File: src/rtl/riscv_pkg.sv
// Shared types and constants for the fetch pipeline.
// Holds the data width, the NOP encoding used for bubbles, and the fetch FSM states.
package riscv_pkg;

  localparam int unsigned XLEN = 32;
  localparam logic [XLEN-1:0] NOP = 32'h0000_0013;

  typedef enum logic [0:0] {BOOT, RUN} fetch_state_t;

endpackage

File: src/rtl/ifid_reg.sv
// IF/ID pipeline register with hold, bubble and load behaviour.
// A bubble overrides hold; a bubble keeps the previous pc fields.
module ifid_reg
  import riscv_pkg::*;
#(
  parameter logic [XLEN-1:0] RESET_PC = '0
) (
  input  logic            clk,
  input  logic            rst,
  input  logic            hold,
  input  logic            bubble,
  input  logic [XLEN-1:0] instr,
  input  logic [XLEN-1:0] pc,
  input  logic [XLEN-1:0] pcplus4,
  output logic [XLEN-1:0] id_instr,
  output logic [XLEN-1:0] id_pc,
  output logic [XLEN-1:0] id_pcplus4,
  output logic            id_valid
);

  logic [XLEN-1:0] instr_q, pc_q, pcplus4_q;
  logic            valid_q;

  always_ff @(posedge clk or posedge rst) begin
    if (rst) begin
      instr_q   <= NOP;
      pc_q      <= RESET_PC;
      pcplus4_q <= RESET_PC + 32'd4;
      valid_q   <= 1'b0;
    end else if (bubble) begin
      instr_q <= NOP;
      valid_q <= 1'b0;
    end else if (!hold) begin
      instr_q   <= instr;
      pc_q      <= pc;
      pcplus4_q <= pcplus4;
      valid_q   <= 1'b1;
    end
  end

  assign id_instr   = instr_q;
  assign id_pc      = pc_q;
  assign id_pcplus4 = pcplus4_q;
  assign id_valid   = valid_q;

endmodule

File: src/rtl/fetch_stage.sv
// Instruction fetch stage: PC register, boot counter/FSM and the IF/ID register.
// Define FETCH_MISALIGN_DETECT_EN to add a sticky misaligned-redirect flag output.
module fetch_stage
  import riscv_pkg::*;
#(
  parameter logic [XLEN-1:0] RESET_PC    = 32'h0000_0000,
  parameter int unsigned     BOOT_CYCLES = 2
) (
  input  logic            clk,
  input  logic            rst,
  input  logic            stall,
  input  logic            flush,
  input  logic            pcsrc,
  input  logic [XLEN-1:0] branch_target,
  output logic [XLEN-1:0] imem_addr,
  input  logic [XLEN-1:0] imem_instr,
  output logic [XLEN-1:0] id_instr,
  output logic [XLEN-1:0] id_pc,
  output logic [XLEN-1:0] id_pcplus4,
  output logic            id_valid
`ifdef FETCH_MISALIGN_DETECT_EN
  ,
  output logic            misalign
`endif
);

  localparam logic [3:0] BootLast = 4'(BOOT_CYCLES - 1);

  fetch_state_t    state_q, state_d;
  logic [3:0]      cnt_q, cnt_d;
  logic [XLEN-1:0] pc_q, pc_d, pc_plus4;
  logic            ifid_hold, ifid_bubble;

  assign pc_plus4  = pc_q + 32'd4;
  assign imem_addr = pc_q;

  always_ff @(posedge clk or posedge rst) begin
    if (rst) begin
      state_q <= BOOT;
      cnt_q   <= 4'd0;
      pc_q    <= RESET_PC;
    end else begin
      state_q <= state_d;
      cnt_q   <= cnt_d;
      pc_q    <= pc_d;
    end
  end

  always_comb begin
    state_d     = state_q;
    cnt_d       = cnt_q;
    pc_d        = pc_q;
    ifid_hold   = 1'b1;
    ifid_bubble = 1'b0;
    case (state_q)
      BOOT: begin
        // IF/ID already holds the reset bubble, so holding it keeps the bubble.
        cnt_d = cnt_q + 4'd1;
        if (cnt_q == BootLast) state_d = RUN;
      end
      RUN: begin
        if (pcsrc)       pc_d = {branch_target[XLEN-1:2], 2'b00};
        else if (!stall) pc_d = pc_plus4;
        ifid_bubble = pcsrc | flush;
        ifid_hold   = stall;
      end
      default: state_d = BOOT;
    endcase
  end

  ifid_reg #(
    .RESET_PC (RESET_PC)
  ) u_ifid_reg (
    .clk        (clk),
    .rst        (rst),
    .hold       (ifid_hold),
    .bubble     (ifid_bubble),
    .instr      (imem_instr),
    .pc         (pc_q),
    .pcplus4    (pc_plus4),
    .id_instr   (id_instr),
    .id_pc      (id_pc),
    .id_pcplus4 (id_pcplus4),
    .id_valid   (id_valid)
  );

`ifdef FETCH_MISALIGN_DETECT_EN
  logic misalign_q;

  always_ff @(posedge clk or posedge rst) begin
    if (rst) begin
      misalign_q <= 1'b0;
    end else if (state_q == RUN && pcsrc && (branch_target[1:0] != 2'b00)) begin
      misalign_q <= 1'b1;
    end
  end

  assign misalign = misalign_q;
`else
  // Low target bits are dropped silently when detection is not built in.
  logic unused_tgt_lsb;
  assign unused_tgt_lsb = ^branch_target[1:0];
`endif

endmodule

File: config.mk
export PLATFORM = sky130hd
export DESIGN_NAME = fetch_stage
export DESIGN_NICKNAME = d
export VERILOG_FILES = /design/src/rtl/riscv_pkg.sv /design/src/rtl/ifid_reg.sv /design/src/rtl/fetch_stage.sv
export SDC_FILE = /design/constraint.sdc
export NUM_CORES = 1
export LEC_CHECK = 0
export ABC_CLOCK_PERIOD_IN_PS = 4100
export BUFFER_PORTS_ARGS = -buffer_cell sky130_fd_sc_hd__buf_2
export CELL_PAD_IN_SITES_DETAIL_PLACEMENT = 1
export CELL_PAD_IN_SITES_GLOBAL_PLACEMENT = 1
export CORE_MARGIN = 3
export CORE_UTILIZATION = 30
export CTS_CLUSTER_SIZE = 40
export DETAILED_ROUTE_END_ITERATION = 6
export PLACE_DENSITY_LB_ADDON = 0.1
export SLEW_MARGIN = 20
export SYNTH_ARGS = -nofsm -noshare
export SYNTH_HDL_FRONTEND = slang
export SYNTH_SLANG_ARGS = --single-unit
File: constraint.sdc
create_clock -name clk -period 4.1 [get_ports clk]
set_clock_uncertainty 0.1 [all_clocks]
set_input_delay 0.615 -clock clk [delete_from_list [all_inputs] [get_ports clk]]
set_output_delay 0.615 -clock clk [all_outputs]
set_load 0.03 [all_outputs]
Word level (Yosys, flattened, before mapping)

Cells that the tools add are included.

Reductions and logical operators: 2
$add $sub $neg: 2
Bitwise gates (word level): 3
Multiplexer cells: 10
Eq/ne operators: 3

Operators with widths:

| kind                    | count |
|---|---|
| $mux W32                | 4 |
| $add A32 B3 Y32 const B | 1 |
| $mux W1                 | 6 |
| $add A4 B1 Y4 const B   | 1 |
| $eq A4 B1 Y1 const B    | 1 |
| $reduce_and A2 Y1       | 2 |
| $ne A2 B1 Y1 const B    | 1 |
| $ne A2 B2 Y1 const B    | 1 |
| $not A1 Y1              | 2 |
| $or A1 B1 Y1            | 1 |

Output and inout port bits: 129
Register bits: 134

Depth between registers and ports, before layout

Gate-level depths: netlist of the first run.

Word-level depth: 4
Gate-level depth with buffers: 8
Depth with buffers taken out: 6

Cells and area by module

Synthesis of the first run repeated with hierarchy kept, for this count alone.

Cell total of the unflattened synthesis: 573
Area total of the unflattened synthesis: 6545.0 um^2

Modules (own cells, without submodules):

| module      | seq. area each (um^2) | cells an instance | times used | area an instance (um^2) |
|---|---|---|---|---|
| ifid_reg    | 2432.3                | 243               | 1          | 3743.6 |
| fetch_stage | 875.8                 | 330               | 1          | 2801.4 |

Least setup slack after synthesis of the first run

OpenSTA, ideal clock, no wires.

Kind: register -> register
Start point: register pc_q[2] (netlist: imem_addr[2])
End point: register pc_q[18] (netlist: imem_addr[18])
Data arrival time: 2.076 ns
Library setup time: 0.121 ns
Setup slack: 1.802 ns
Path buffers: 0
Stages on the path, launching flop included: 7
Required time: 3.879 ns
Clock period less this slack: 2.298 ns
Path through: dfrtp_1 -> ha_1 -> nand3_1 -> nor4_2 -> and3_1 -> a31oi_1 -> o22a_1

Word-level cells in the longest chain between the ends: 3

Ends and longest elaborated chain:

| item                   | line              | RTL |
|---|---|---|
| from (decl)            | fetch_stage.sv:31 | `logic [XLEN-1:0] pc_q, pc_d, pc_plus4;` |
| from (signal assigned) | fetch_stage.sv:45 | `pc_q <= pc_d;` |
| $add A32 B3 Y32        | fetch_stage.sv:34 | `assign pc_plus4 = pc_q + 32'd4;` |
| $mux W32               | fetch_stage.sv:63 | `else if (!stall) pc_d = pc_plus4;` |
| $mux W32               | fetch_stage.sv:62 | `if (pcsrc) pc_d = {branch_target[XLEN-1:2], 2'b00};` |

Every way passes these cells. The select of a mux whose other input is x is not followed.
A chain may end at the register's enable or synchronous reset.

Worst setup path in the final report of the first run

Same ends and word-level chain as after synthesis.

==> results_dict.tcl, run 1 <==
set metrics [dict create \
    yosys.cell_types.count 51 \
    clk_pin_slew_ns 0.06 \
    place.gp.congestion 0.743 \
    antenna_found_initial 2 \
    via_per_inst 4.89 \
    fin_area_sq_um 7600 \
    fin_cells 1040 \
    vias 5088 \
    vdd_drop_max_mv 0.258 \
    dr.pass1.iters 4 \
    p_leak_nw 3.78 \
    drtIter0Drc 213 \
    timing.final.crit_share_pct 61.8 \
    cts-root-buf "clkbuf_16" \
    yosysSeqAreaShare_pct 54.8 \
    pwr_density_cell_nw_per_um2 527 \
    die_w_microns 146 \
    fillCellCount 2229 \
    cap_violations 0 \
    placed_area_sq_um 7000 \
    cp_max_fo 8 \
    drive_gt1_share_pct 32.2 \
    end_kind "register" \
    clock-sinks 128 \
    cts_setup_buffers 0 \
    ctsHtreeMaxLevel 4 \
    drt-wirelength-per-cell_microns 17.8 \
    worstSetupPathType "reg2reg" \
    async_flop_share_pct 100 \
    max_slew.worst_pin.slew_ns 1.04 \
    syn_avg_cell_area_sq_um 9.82 \
    ys_seq_elements 128 \
    ios 198 \
    crit_path_start_kind "register" \
    fin_tns_setup_ns 0 \
    ant_nets 0 \
    cts-resized-gates 0 \
    grt_use_total_pct 17.7 \
    hold_viol_final 0 \
    cts_tree "done" \
    die_h_microns 146 \
    overflow 0 \
    fmax_mhz 394 \
    grt_pass1_vias 5543 \
    wl_microns 18600 \
    cts_made_buffers 17 \
    crit_required_ns 4.30 \
    fin_nets 839 \
    core_area_sq_um 19000 \
    synth_warnings 0 \
    post-route-min-period_ns 2.54 \
    drc 0 \
    hold_class "in2async" \
    clockBufferDepth 2 \
    die_area_sq_um 21200 \
    setup_viol 0 \
    ctsHoldBuffers 0 \
    insertion_delay_ns 0.42 \
    syn_area_sq_um 5860 \
    crit_arrival_ns 2.73 \
    synth_edf_count 0 \
    grt_max_degree 98 \
    rsz0062_at_grt "no" \
    slew_violations 0 \
    dpl.cell_count 1008 \
    n_antenna_cell 0 \
    dpl.hpwl_microns 13000 \
    netlist_instances 596 \
    port_buffers 189 \
    rows 50 \
    synth_flop_cell "dfrtp_1" \
    grt_pass1_wl_microns 30300 \
    area_growth_pct 29.7 \
    relSlewSlack_pct 30.3 \
    initial_core_util_pct 30.9 \
    outcome "finished clean" \
]
registers in the layout, indices dropped and copies added, names as in the netlist:
register and count:
cnt_q 4, imem_addr 30, state_q 1, u_ifid_reg.id_instr 32, u_ifid_reg.id_pc 30, u_ifid_reg.id_pcplus4 30
u_ifid_reg.id_valid 1
cell usage after synthesis (3+ instances only):
| library cell | number | area (sq um) |
|---|---|---|
| nand2_1 | 141 | 529 |
| dfrtp_1 | 124 | 3100 |
| o21ai_0 | 39 | 195 |
| clkbuf_1 | 34 | 128 |
| a22o_1 | 29 | 254 |
| a21oi_1 | 21 | 105 |
| nor2_1 | 19 | 71.3 |
| xnor2_1 | 18 | 158 |
| o21ai_1 | 17 | 85.1 |
| xor2_1 | 13 | 114 |
| o22ai_1 | 12 | 75.1 |
| nand3_1 | 10 | 50.1 |
| a2bb2oi_1 | 9 | 78.8 |
| and3_1 | 9 | 56.3 |
| a22oi_1 | 8 | 60.1 |
| inv_1 | 7 | 26.3 |
| nand4_1 | 7 | 43.8 |
| buf_4 | 6 | 45.0 |
| o22a_1 | 6 | 52.6 |
| buf_1 | 5 | 18.8 |
| nor3_1 | 5 | 25.0 |
| a31oi_1 | 4 | 25.0 |
| and2_1 | 4 | 25.0 |
| buf_2 | 4 | 20.0 |
| dfstp_2 | 4 | 105 |
| ha_1 | 3 | 37.5 |
| mux2i_1 | 3 | 30.0 |
| nand4_2 | 3 | 37.5 |
| o21a_1 | 3 | 22.5 |
| o2bb2ai_1 | 3 | 26.3 |
worst max-delay path, cell delays in order (launching register included):
cell,delay (ns)
dfrtp_1,0.48
ha_1,0.28
nand3_1,0.38
nor4_2,0.58
and3_1,0.30
a31oi_1,0.11
o22a_1,0.19
per-layer routing:
metal / share of wire, % / track usage [%] / up-vias / wire length [microns]
met2: 49 / 29.6 / 127 / 9150
li1: - / - / 2407 / -
met1: 44 / 22.4 / 2531 / 8150
met3: 5.7 / 5.20 / 19 / 1050
met5: 0.11 / 0 / - / 21
met4: 1.1 / 5.03 / 4 / 198
power breakdown:
part,leakage (nW),switching (mW),internal (mW)
sequential,1.60,0.153,1.43
combinational,1.90,0.634,0.268
clock,0.282,0.590,0.927
total,3.78,1.38,2.63
area by class of cell:
type	instances	area (sq um)	area share, %
Sequential cell	128	3210	42.2
Multi-Input combinational cell	415	2430	32.0
Timing Repair Buffer	197	1010	13.2
Clock buffer	19	453	5.96
Tap cell	260	325	4.28
Clock inverter	13	136	1.80
Inverter	8	33.8	0.445
final timing paths:
path                            slack, ns                              endpoint                             start  depth (start not counted)
worst max-delay path                 1.56             imem_addr[18]$_DFFE_PP0P_          imem_addr[2]$_DFFE_PP0P_                          6
worst min-delay path                 0.17  u_ifid_reg.id_pcplus4[4]$_DFFE_PP0P_                               rst                          2
worst max register to register       1.56             imem_addr[18]$_DFFE_PP0P_          imem_addr[2]$_DFFE_PP0P_                          6
worst min register to register       0.37      u_ifid_reg.id_pc[16]$_DFFE_PP0P_  u_ifid_reg.id_pc[16]$_DFFE_PP0P_                          2
max in group asynchronous            2.79              imem_addr[8]$_DFFE_PP0P_                               rst                          3
min in group clk                     0.32   u_ifid_reg.id_instr[20]$_DFFE_PP0P_                    imem_instr[20]                          2
through the flow:
step / util (%) / hold WS, ns / setup WS (ns) / power (mW)
global placement: 37.0 / 0.354 / 1.28 / 2.50
floorplan: - / 0.347 / 1.80 / 2.20
detailed placement: 37.0 / 0.359 / 1.20 / 2.53
finish: 40.1 / 0.168 / 1.56 / 4.00
global route: 40.1 / 0.206 / 1.28 / 4.23
CTS: 40.1 / 0.178 / 1.52 / 4.07
placed cells by master (no fill, tap or decap), types with 3 or more instances in the layout:
cell,synthesis,routed
o22a_1,6,6
nand3_1,10,10
xor2_1,13,13
clkinv_2,0,4
buf_2,4,189
a2bb2oi_1,9,9
o21ai_1,17,17
dfstp_2,4,4
buf_4,6,8
nor3_1,5,4
o22ai_1,12,12
ha_1,3,3
and2_1,4,4
a22o_1,29,29
nand2_1,141,140
clkbuf_16,0,17
inv_1,7,6
dfrtp_1,124,124
and3_1,9,9
nand4_1,7,7
o2bb2ai_1,3,3
mux2i_1,3,3
a31oi_1,4,4
clkinvlp_4,0,5
nand4_2,3,3
conb_1,1,6
nor2_1,19,19
a22oi_1,8,8
o21ai_0,39,38
o21a_1,3,3
a21oi_1,21,21
xnor2_1,18,18
cell families after synthesis:
kind of cell,after synthesis,synth area share [%]
DFF,128,54.8
buffers and inverters,58,4.32
AOI/OAI and AO/OA,157,17.6
xor gates and xnor gates,31,4.64
muxes,3,0.513
and+or+nand+nor,215,17.4
adders and majority gates,3,0.641
other,1,0.0640
No activity file was read; power rests on OpenSTA's default activity.
==> run 2: changes to the inputs <==
- ABC_CLOCK_PERIOD_IN_PS: 4100 -> 2560
- clock period: 4.1 -> 2.56 ns (I/O delays scaled with it)
==> run 2 against run 1 <==
Against the previous run: the flow now finishes with violations (negative hold slack); count of clock-buffer cells in the layout shrank 2; combinational power increased by 65%; register-to-register slack lost 1.3 ns; final area up 2.9%; global-route usage increased by 0.43 points; highest routed layer unchanged; fmax increased by 8.7%; clock power grew 86%; non-clock buffer count up 15; largest cell class unchanged.
==> results_dict.tcl, run 2 (same netlist as run 1, synthesis figures left out) <==
set metrics [dict create \
    outcome "finished with violations" \
    failed_checks "negative hold slack" \
    n_antenna_cell 0 \
    overflow 0 \
    hold_viol_final 9 \
    fin_ws_ns 0.228 \
    drt-wirelength-per-cell_microns 17.7 \
    place.gp.congestion 0.733 \
    post-place-ws_ns 0.189 \
    ctsHtreeMaxLevel 4 \
    drive_gt1_share_pct 33.3 \
    area_growth_pct 33.5 \
    clockBufferDepth 2 \
    crit_slowest_cell "nor4_4" \
    grt_max_degree 98 \
    cp_cell_sequence "ha_1 > nand3_1 > nor4_4 > nand4_1 > a21oi_1 > a2bb2oi_1" \
    pwr_density_cell_nw_per_um2 873 \
    rsz0062_at_grt "no" \
    crit_required_ns 2.80 \
    core_area_sq_um 19000 \
    grt_pass1_wl_microns 31100 \
    final_cell_mix "buf_2 (189), nand2_1 (141), dfrtp_1 (124)" \
    dr.pass1.iters 4 \
    p_leak_nw 3.90 \
    wl_met1_microns 8310 \
    dr_wl_met2_microns 9040 \
    crit_path_start_kind "register" \
    grt_pass1_vias 5684 \
    max_slew.worst_pin.slew_ns 1.01 \
    wl_microns 18700 \
    insertion_delay_ns 0.42 \
    cap_violations 0 \
    fin_area_sq_um 7820 \
    die_area_sq_um 21200 \
    initial_core_util_pct 30.9 \
    fin_util_pct 41.2 \
    ios 198 \
    vias 5139 \
    cp_max_fo 8 \
    fin_nets 854 \
    largest_register_ffs 32 \
    fin_tns_setup_ns 0 \
    vdd_drop_max_mv 0.459 \
    cts_tree "done" \
    crit_arrival_ns 2.57 \
    timing.hold.ws_ns -0.0158 \
    antenna_found_initial 2 \
    dpl.hpwl_microns 13200 \
    layout_commonest_cell "buf_2" \
    slew_violations 0 \
    wl_met3_microns 1070 \
    die_h_microns 146 \
    rows 50 \
    worstSetupPathType "reg2reg" \
    fmax_mhz 429 \
    end_kind "register" \
    clk_pin_slew_ns 0.06 \
    drc 0 \
    cp_slowest_stage_delay_ns 0.54 \
    placed_area_sq_um 7130 \
    post-route-min-period_ns 2.33 \
    cts_setup_buffers 0 \
    cts-root-buf "clkbuf_16" \
    drtIter0Drc 173 \
    cts_made_buffers 17 \
    hold_class "in2async" \
    top_layer "met5" \
    setup_viol 0 \
    relSlewSlack_pct 32.3 \
    timing.final.crit_share_pct 91.1 \
    clock-sinks 128 \
    via_per_inst 4.87 \
    port_buffers 189 \
    die_w_microns 146 \
    ant_nets 0 \
    grt_use_total_pct 18.1 \
]
==> run 2: cell count changes in the layout (fill, tap and decap cells not counted), moves of 2 or more <==
cell and change:
buf_4 +14, bufinv_16 +4, clkinv_2 -3, clkinvlp_4 -3
clkbuf_8 -2, clkinv_4 +2
==> run 2: report_power, final <==
part | switching (mW) | total (mW) | internal, mW
clock | 0.972 | 2.82 | 1.84
combinational | 1.04 | 1.49 | 0.450
sequential | 0.229 | 2.52 | 2.29
total | 2.24 | 6.83 | 4.59
==> run 2: repair_timing <==
item / 4_1_cts / 5_1_grt
hold buffers: 0 / 0
setup endpoints to repair: 0 / 4
resized for setup: 0 / 1
endpoints found under the hold margin: 0 / 0
==> run 2: layout make-up <==
cell class | count | area (sq um)
Clock buffer | 17 | 425
Clock inverter | 15 | 256
Fill cell | 2214 | 11100
Inverter | 8 | 33.8
Multi-Input combinational cell | 415 | 2440
Sequential cell | 128 | 3210
Tap cell | 260 | 325
Timing Repair Buffer | 212 | 1130
==> run 2: worst max-delay path: cells and delay by family (launching register included) <==
kind / cells / cell delay (ns)
flops: 1 / 0.35
fa+ha+maj: 1 / 0.23
compound gates: 2 / 0.37
simple gates: 3 / 1.20
==> run 2: routing by layer <==
metal / up-vias / track usage (%)
met4: 4 / 5.08
met2: 130 / 30.5
met5: - / 0
met1: 2548 / 22.8
met3: 24 / 5.29
li1: 2433 / -
==> run 2: worst paths after layout <==
| check | start | endpoint | slack [ns] | cells after the start |
|---|---|---|---|---|
| hold / removal | rst | u_ifid_reg.id_pc[4]$_DFFE_PP0P_ | -0.02 | 3 |
| hold reg to reg | u_ifid_reg.id_pc[7]$_DFFE_PP0P_ | u_ifid_reg.id_pc[7]$_DFFE_PP0P_ | 0.37 | 2 |
| setup reg to reg | imem_addr[2]$_DFFE_PP0P_ | imem_addr[28]$_DFFE_PP0P_ | 0.23 | 6 |
| min in group clk | imem_instr[16] | u_ifid_reg.id_instr[16]$_DFFE_PP0P_ | 0.09 | 2 |
| max in group asynchronous | rst | u_ifid_reg.id_pcplus4[22]$_DFFE_PP0P_ | 1.77 | 3 |
| setup / recovery | imem_addr[2]$_DFFE_PP0P_ | imem_addr[28]$_DFFE_PP0P_ | 0.23 | 6 |
==> run 2: per-stage QoR <==
stage	instances	power, mW	hold slack (ns)
2_1_floorplan	601	3.53	0.347
3_3_place_gp	1023	4.03	0.354
3_5_place_dp	1023	4.07	0.360
4_1_cts	1055	6.92	0.0112
5_1_grt	1055	7.19	0.0260
6_report	1055	6.83	-0.0158
